**src/rtl/run_detect_arb.sv**
```systemverilog
// Round-robin scheduler that shares one run-detect datapath among NREQ requesters.
// Each job: grant, start pulse carrying the threshold, sample stream, pipeline drain, result.
module run_detect_arb #(
    parameter int NREQ   = 4,
    parameter int DW     = 8,
    parameter int LENW   = 8,
    parameter int CNTW   = 8,
    parameter int DP_LAT = 2
) (
    input  logic                 clk,
    input  logic                 rst_n,
    input  logic [NREQ-1:0]      req,
    input  logic [NREQ*DW-1:0]   thr_in,
    input  logic [NREQ*LENW-1:0] len_in,
    input  logic [NREQ*DW-1:0]   smp_in,
    input  logic [NREQ-1:0]      smp_vld,
    output logic [NREQ-1:0]      smp_rdy,
    output logic [NREQ-1:0]      gnt,
    output logic [NREQ-1:0]      done,
    output logic [CNTW-1:0]      result,
    output logic                 busy,
    output logic                 dp_strt,
    output logic [DW-1:0]        dp_sig,
    output logic                 dp_sig_vld,
    input  logic [CNTW-1:0]      dp_nabv
);

    localparam int IW   = $clog2(NREQ);
    localparam int LATW = $clog2(DP_LAT + 1);

    typedef enum logic [2:0] {IDLE, START, STREAM, DRAIN, DONE} state_t;

    state_t          state;
    logic [IW-1:0]   ptr;
    logic [IW-1:0]   idx;
    logic [IW-1:0]   idx_nxt;
    logic [IW-1:0]   pick;
    logic            found;
    logic [LENW-1:0] rem;
    logic [LATW-1:0] lat;
    logic [NREQ-1:0] idx_oh;
    logic            abort;

    // First requester at or after ptr, wrapping.
    always_comb begin
        // NOTE: every output of this block gets a default first, so no path can infer a latch.
        found = 1'b0;
        pick  = ptr;
        for (int k = 0; k < NREQ; k++) begin
            if (!found && req[(int'(ptr) + k) % NREQ]) begin
                found = 1'b1;
                pick  = IW'((int'(ptr) + k) % NREQ);
            end
        end
    end

    assign idx_nxt = (idx == IW'(NREQ - 1)) ? '0 : idx + 1'b1;
    assign idx_oh  = NREQ'(1) << idx;
    assign abort   = !req[idx] && (state inside {START, STREAM, DRAIN});

    always_ff @(posedge clk or negedge rst_n) begin
        if (!rst_n) begin
            state      <= IDLE;
            ptr        <= '0;
            idx        <= '0;
            rem        <= '0;
            lat        <= '0;
            gnt        <= '0;
            done       <= '0;
            result     <= '0;
            smp_rdy    <= '0;
            busy       <= 1'b0;
            dp_strt    <= 1'b0;
            dp_sig     <= '0;
            dp_sig_vld <= 1'b0;
        end else begin
            // NOTE: non-blocking throughout; the pulse defaults below are overridden later in the block.
            done       <= '0;
            dp_strt    <= 1'b0;
            dp_sig_vld <= 1'b0;
            if (abort) begin
                state   <= IDLE;
                gnt     <= '0;
                smp_rdy <= '0;
                busy    <= 1'b0;
                ptr     <= idx_nxt;
            end else begin
                case (state)
                    IDLE: begin
                        if (found) begin
                            idx     <= pick;
                            rem     <= len_in[int'(pick)*LENW +: LENW];
                            // dp_sig itself holds the latched threshold during START
                            dp_sig  <= thr_in[int'(pick)*DW +: DW];
                            dp_strt <= 1'b1;
                            gnt     <= NREQ'(1) << pick;
                            busy    <= 1'b1;
                            state   <= START;
                        end
                    end
                    START: begin
                        if (rem != '0) begin
                            smp_rdy <= idx_oh;
                            state   <= STREAM;
                        end else begin
                            lat   <= LATW'(DP_LAT);
                            state <= DRAIN;
                        end
                    end
                    STREAM: begin
                        if (smp_vld[idx]) begin
                            dp_sig     <= smp_in[int'(idx)*DW +: DW];
                            dp_sig_vld <= 1'b1;
                            rem        <= rem - 1'b1;
                            if (rem == LENW'(1)) begin
                                smp_rdy <= '0;
                                lat     <= LATW'(DP_LAT);
                                state   <= DRAIN;
                            end
                        end
                    end
                    DRAIN: begin
                        if (lat == LATW'(1)) begin
                            done   <= idx_oh;
                            result <= dp_nabv;
                            state  <= DONE;
                        end else begin
                            lat <= lat - 1'b1;
                        end
                    end
                    DONE: begin
                        gnt   <= '0;
                        busy  <= 1'b0;
                        ptr   <= idx_nxt;
                        state <= IDLE;
                    end
                    default: state <= IDLE;
                endcase
            end
        end
    end

endmodule
```
**config.mk**
```make
export PLATFORM = sky130hd
export DESIGN_NAME = run_detect_arb
export DESIGN_NICKNAME = d
export VERILOG_FILES = /design/src/rtl/run_detect_arb.sv
export SDC_FILE = /design/constraint.sdc
export NUM_CORES = 1
export LEC_CHECK = 0
export CAP_MARGIN = 20
export CORE_MARGIN = 1.5
export CORE_UTILIZATION = 35
export CTS_CLUSTER_SIZE = 12
export DETAILED_ROUTE_END_ITERATION = 10
export PLACE_DENSITY_LB_ADDON = 0.15
export SETUP_SLACK_MARGIN = 0.02
export SKIP_LAST_GASP = 1
export SLEW_MARGIN = 40
export SYNTH_ARGS = -nofsm -noshare
export SYNTH_HDL_FRONTEND = slang
export SYNTH_SLANG_ARGS = --single-unit
```
**constraint.sdc**
```tcl
create_clock -name clk -period 2.3 [get_ports clk]
set_input_delay 0.46 -clock clk [delete_from_list [all_inputs] [get_ports clk]]
set_output_delay 0.46 -clock clk [all_outputs]
set_load 0.01 [all_outputs]
```
==> impl_metrics.env, run 1 <==
export IMPL_cts_root_buffer="clkbuf_8"
export IMPL_cts_setup_buffers=0
export IMPL_netlist_instances=292
export IMPL_row_count=34
export IMPL_reg2reg_depth=5
export IMPL_ant_nets=0
export IMPL_hold_violations=0
export IMPL_die_area_um2=9460
export IMPL_ir_drop_v=0.000453
export IMPL_antenna_found_initial=0
export IMPL_wl_per_cell_um=17.0
export IMPL_cp_arrival_ns=2.39
export IMPL_drt_total_wl_mm=9.63
export IMPL_start_util=0.358
export IMPL_setup_worst_path_start_class="primary input"
export IMPL_drtIter0Drc=134
export IMPL_ys_types=58
export IMPL_slew_headroom=0.592
export IMPL_netlist_area_um2=3110
export IMPL_synth_edf_count=0
export IMPL_dr_wl_met2_mm=4.93
export IMPL_yosys_most_used_dff="dfrtp_1"
export IMPL_ys_warn_count=0
export IMPL_rsz0062_at_grt="false"
export IMPL_synth_fp_nets=413
export IMPL_whs_ns=0.224
export IMPL_fin_ws_ns=0.120
export IMPL_power_per_cell_area_nw_per_um2=1090
export IMPL_required_ns=2.51
export IMPL_portBuffers=144
export IMPL_worst_pin_slew_ns=0.612
export IMPL_grt_pass1_vias=3157
export IMPL_crit_start="req[2]"
export IMPL_seq_area_frac_synth=0.386
export IMPL_setup_viol=0
export IMPL_p_leak_nw=2.10
export IMPL_die_w_um=97.3
export IMPL_grt_pass1_wl_mm=15.5
export IMPL_fillCellCount=797
export IMPL_synth_avg_cell_area_um2=10.7
export IMPL_nNetsFinal=580
export IMPL_maxCapViolations=0
export IMPL_dieHeight_um=97.3
export IMPL_drc_errors=0
export IMPL_htreeDepth=2
export IMPL_maxSlewViolCount=0
export IMPL_synthArstFlopShare=1.00
export IMPL_grt_ovfl_total=0
export IMPL_hpwl_mm=7.38
export IMPL_clk_pin_slew_ns=0.10
export IMPL_clock_sinks=48
export IMPL_area_delta_synth_final_pct=59.9
export IMPL_pre_cts_slack_ns=-0.339
export IMPL_wl_met1_mm=4.09
export IMPL_drive_gt1_frac=0.220
export IMPL_insertedDiodeCount=0
export IMPL_worst_setup_path_end_kind="register"
export IMPL_grt_util_all_layers=0.204
export IMPL_clock_path_buffers=2
export IMPL_place_gp_congestion=0.881
export IMPL_routed_top_layer="met4"
export IMPL_coreArea_um2=8680
export IMPL_routed_via_count=2994
export IMPL_wl_met3_um=446
export IMPL_viasPerCell=5.27
export IMPL_outcome="finished clean"
export IMPL_timing_rr_start="rem[4]"
export IMPL_period_minus_slack_ns=2.18
export IMPL_clock_skew_ns=0.00838
export IMPL_ys_ff_latch=48
export IMPL_grt_max_degree=49
export IMPL_clock_latency_ns=0.31
export IMPL_cts_tree="done"
export IMPL_fin_crit_sh=0.948
export IMPL_critPathKind="primary input to register"
export IMPL_crit_path_max_fanout=17
export IMPL_numCtsBuffers=5
export IMPL_hold_buffers=0
export IMPL_hp_class="primary input to asynchronous set/reset pin"
export IMPL_fmax_mhz=459
export IMPL_dr_pass1_iters=4
export IMPL_finalPower_mw=5.40
export IMPL_io_pins=145
==> worst max-delay path, cell delays in order <==
cell	delay [ns]
clkdlybuf4s50_1	0.55
nor4_1	0.11
or4_1	0.56
buf_12	0.22
a221o_1	0.31
o21a_1	0.18
==> power breakdown <==
part	internal, mW	switching, mW
logic	1.76	1.51
registers	1.18	0.304
clock network	0.328	0.316
total	3.27	2.13
==> state kept, by name, summed over array words and instances, names as in the netlist <==
name        cells
busy            1
dp_sig          8
done            4
lat             2
state           3
smp_rdy         4
ptr             2
dp_strt         1
idx             2
result          8
gnt             4
dp_sig_vld      1
rem             8
==> final timing paths <==
| check | end | slack (ns) |
|---|---|---|
| worst max-delay path | rem[0] | 0.12 |
| worst min-delay path | result[5] | 0.22 |
| worst max register to register | smp_rdy[2] | 0.13 |
| worst min register to register | lat[0] | 0.49 |
| max in group asynchronous | idx[0] | 1.63 |
| min in group clk | lat[0] | 0.49 |
==> routing by layer <==
metal | vias to the layer above | global-route usage
li1 | 1435 | -
met1 | 1457 | 0.253
met2 | 90 | 0.359
met3 | 12 | 0.0381
met4 | 0 | 0.0615
met5 | - | 0
==> timing repair <==
| action | in CTS | in global routing |
|---|---|---|
| resized for setup | 1 | 11 |
| endpoints found under the setup margin | 6 | 12 |
| pin swaps | 0 | 2 |
| gates cloned | 0 | 1 |
==> placed cells by master (no fill, tap or decap), types with 2 or more instances in the layout <==
master,netlist,routed
inv_1,7,7
nand4_1,4,4
a21oi_2,2,3
nor2_2,1,2
or3_1,2,2
dfrtp_1,48,47
or2_2,16,16
nor2_1,16,15
nor3_1,5,5
nor4_1,4,4
clkdlybuf4s50_1,0,141
buf_4,0,32
a21oi_1,18,17
clkinvlp_4,0,2
nand3_1,7,7
o21ai_0,12,11
mux4_2,9,9
buf_12,0,2
mux2i_1,18,18
ha_1,7,7
mux2_2,12,12
o21a_1,2,2
a221oi_1,13,13
and2_1,4,4
a22o_1,7,7
clkbuf_8,3,5
nor2b_1,4,3
o22ai_1,9,9
dlymetal6s2s_1,0,2
nand2_1,17,16
==> synth_stat cells, drive strengths merged (9+ instances only) <==
library cell | number | area, um^2
mux2 | 14 | 161
o22ai | 9 | 56.3
mux2i | 18 | 180
clkbuf | 11 | 71.3
dfrtp | 48 | 1200
a21oi | 20 | 108
or2 | 16 | 100
nor2 | 17 | 66.3
nand2 | 17 | 63.8
mux4 | 10 | 229
o21ai | 12 | 60.1
a221oi | 13 | 114
==> area by class of cell <==
| cell class | instances | area (um^2) | area share |
|---|---|---|---|
| Sequential cell | 48 | 1200 | 0.242 |
| Inverter | 8 | 33.8 | 0.00679 |
| Timing Repair Buffer | 179 | 1750 | 0.353 |
| Multi-Input combinational cell | 217 | 1730 | 0.348 |
| Clock buffer | 5 | 68.8 | 0.0138 |
| Clock inverter | 3 | 46.3 | 0.00931 |
| Tap cell | 108 | 135 | 0.0272 |
==> metrics by stage <==
step | std cells | instance area (um^2) | TNS (ns) | util
after floorplan | 292 | 3110 | 0 | -
after global placement | 559 | 4800 | -6.53 | 0.553
after detailed placement | 559 | 4800 | -7.98 | 0.553
after CTS | 567 | 4930 | 0 | 0.568
after global routing | 568 | 4970 | 0 | 0.573
final | 568 | 4970 | 0 | 0.573
==> kinds of logic (layout without fill, tap and decap cells) <==
family,count (synthesis),count (layout),synth area share
buffers and inverters,28,195,0.0672
multiplexers,42,42,0.183
AND/OR/NAND/NOR,92,92,0.167
AO/OA/AOI/OAI,75,76,0.168
adder cells (fa/ha/maj),7,7,0.0282
flip-flops,48,48,0.386
(Power assumes the default switching activity.)
==> inputs of run 2 (changes only) <==
CAP_MARGIN = 15   (was 20)
PLACE_DENSITY = 0.67   (was unset)
PLACE_DENSITY_LB_ADDON = unset   (was 0.15)
==> run 2 against run 1 <==
Compared with the run above: global-route usage down 0.62 points; largest power group unchanged; critical path type unchanged; sequential power about the same; clock-buffer cell count up 1; final area down 1.5%; critical endpoint is now rem[2].
==> impl_metrics.env, run 2 (synthesis results as in run 1) <==
export IMPL_r2r_slack_ns=0.16
export IMPL_power_per_cell_area_nw_per_um2=1040
export IMPL_clock_path_buffers=2
export IMPL_maxSlewViolCount=0
export IMPL_coreArea_um2=8680
export IMPL_cp_arrival_ns=2.39
export IMPL_setup_worst_path_start_class="primary input"
export IMPL_grt_pass1_wl_mm=15.1
export IMPL_insertedDiodeCount=0
export IMPL_final_cell_mix="clkdlybuf4s50_1 (142), dfrtp_1 (47), buf_4 (32)"
export IMPL_grt_max_degree=28
export IMPL_htreeDepth=2
export IMPL_portBuffers=144
export IMPL_area_delta_synth_final_pct=57.4
export IMPL_required_ns=2.49
export IMPL_nNetsFinal=578
export IMPL_grt_util_all_layers=0.197
export IMPL_wl_per_cell_um=16.5
export IMPL_slew_headroom=0.640
export IMPL_drc_errors=0
export IMPL_layout_commonest_cell="clkdlybuf4s50_1"
export IMPL_die_area_um2=9460
export IMPL_drive_gt1_frac=0.205
export IMPL_routed_via_count=2958
export IMPL_seq_area_um2=1200
export IMPL_antenna_found_initial=0
export IMPL_grt_ovfl_total=0
export IMPL_maxCapViolations=0
export IMPL_p_int_mw=3.03
export IMPL_seq_power_share=0.292
export IMPL_rsz0062_at_grt="false"
export IMPL_met1_usage=0.253
export IMPL_viasPerCell=5.23
export IMPL_clock_skew_ns=0.00729
export IMPL_top_regs="dp_sig x8, rem x8, result x8"
export IMPL_use_met2=0.341
export IMPL_grt_busiest_layer="met2"
export IMPL_clock_latency_ns=0.31
export IMPL_fin_crit_sh=0.957
export IMPL_cts_setup_buffers=0
export IMPL_cts_tree="done"
export IMPL_dr_pass1_iters=4
export IMPL_slowest_delay_ns=0.50
export IMPL_ir_drop_v=0.000466
export IMPL_worst_setup_path_end_kind="register"
export IMPL_setup_viol=0
export IMPL_hold_buffers=0
export IMPL_die_w_um=97.3
export IMPL_drt_total_wl_mm=9.31
export IMPL_period_minus_slack_ns=2.20
export IMPL_crit_path_max_fanout=3
export IMPL_multi_input_area_um2=1720
export IMPL_fillCellCount=781
export IMPL_cp_top_family="compound AO/OA/AOI/OAI gates"
export IMPL_worst_pin_slew_ns=0.541
export IMPL_hold_violations=0
export IMPL_place_gp_congestion=0.819
export IMPL_cts_root_buffer="clkbuf_8"
export IMPL_outcome="finished clean"
export IMPL_dieHeight_um=97.3
export IMPL_p_leak_nw=2.05
export IMPL_swShare=0.402
export IMPL_critPathKind="primary input to register"
export IMPL_row_count=34
export IMPL_hpwl_mm=7.29
export IMPL_clk_pin_slew_ns=0.10
export IMPL_clock_sinks=48
export IMPL_hp_class="primary input to asynchronous set/reset pin"
export IMPL_whs_ns=0.121
export IMPL_numCtsBuffers=5
export IMPL_grt_pass1_vias=3020
export IMPL_switching_power_mw=2.04
export IMPL_crit_buf_inv=1
export IMPL_fmax_mhz=454
export IMPL_grt_met3_usage=0.0381
export IMPL_p_clk_frac=0.103
export IMPL_start_util=0.358
export IMPL_finalPower_mw=5.07
export IMPL_cpMaxStageDelayCell="clkdlybuf4s50_1"
export IMPL_drtIter0Drc=137
export IMPL_ant_nets=0
export IMPL_comb_power_share=0.605
export IMPL_crit_chain="clkdlybuf4s50_1 > and2b_2 > a2111oi_2 > nor2_1 > mux2_1 > a311o_1"
export IMPL_io_pins=145
export IMPL_cts_resized=0
[run 2: stage by stage]
step	area (um^2)	instances	util	setup TNS [ns]	worst slack [ns]
5_1_grt	4900	566	0.564	0	0.0225
4_1_cts	4870	566	0.561	0	0.0883
3_5_place_dp	4780	558	0.551	-4.63	-0.236
2_1_floorplan	3110	292	-	0	0.210
6_report	4900	566	0.564	0	0.0989
3_3_place_gp	4780	558	0.551	-3.85	-0.193
[run 2: path summary, 6_finish.rpt]
kind                       cells after the start   start    endpoint
min in group clk                               2    busy        busy
max in group asynchronous                      2   rst_n   result[7]
min                                            1   rst_n   result[6]
max reg2reg                                    5  rem[4]  smp_rdy[2]
max                                            6  req[3]      rem[2]
min reg2reg                                    2    busy        busy
[run 2: layer usage]
layer,up-vias,part of all wire,routed length (um)
li1,1437,-,-
met1,1406,0.42,3940
met2,105,0.50,4680
met3,10,0.058,536
met4,0,0.016,153
met5,-,0,0
[run 2: power by group through the flow]
stage	combinational (mW)	sequential [mW]	clock [mW]
floorplan	1.79	1.48	0
global placement	3.00	1.48	0
detailed placement	3.04	1.49	0
CTS	3.05	1.48	0.528
global route	3.35	1.54	0.560
finish	3.07	1.48	0.523
[run 2: layout make-up]
type	instances	area share
Tap cell	108	0.0276
Clock inverter	2	0.00332
Sequential cell	48	0.246
Multi-Input combinational cell	216	0.350
Clock buffer	6	0.0148
Timing Repair Buffer	178	0.352
Inverter	8	0.00613
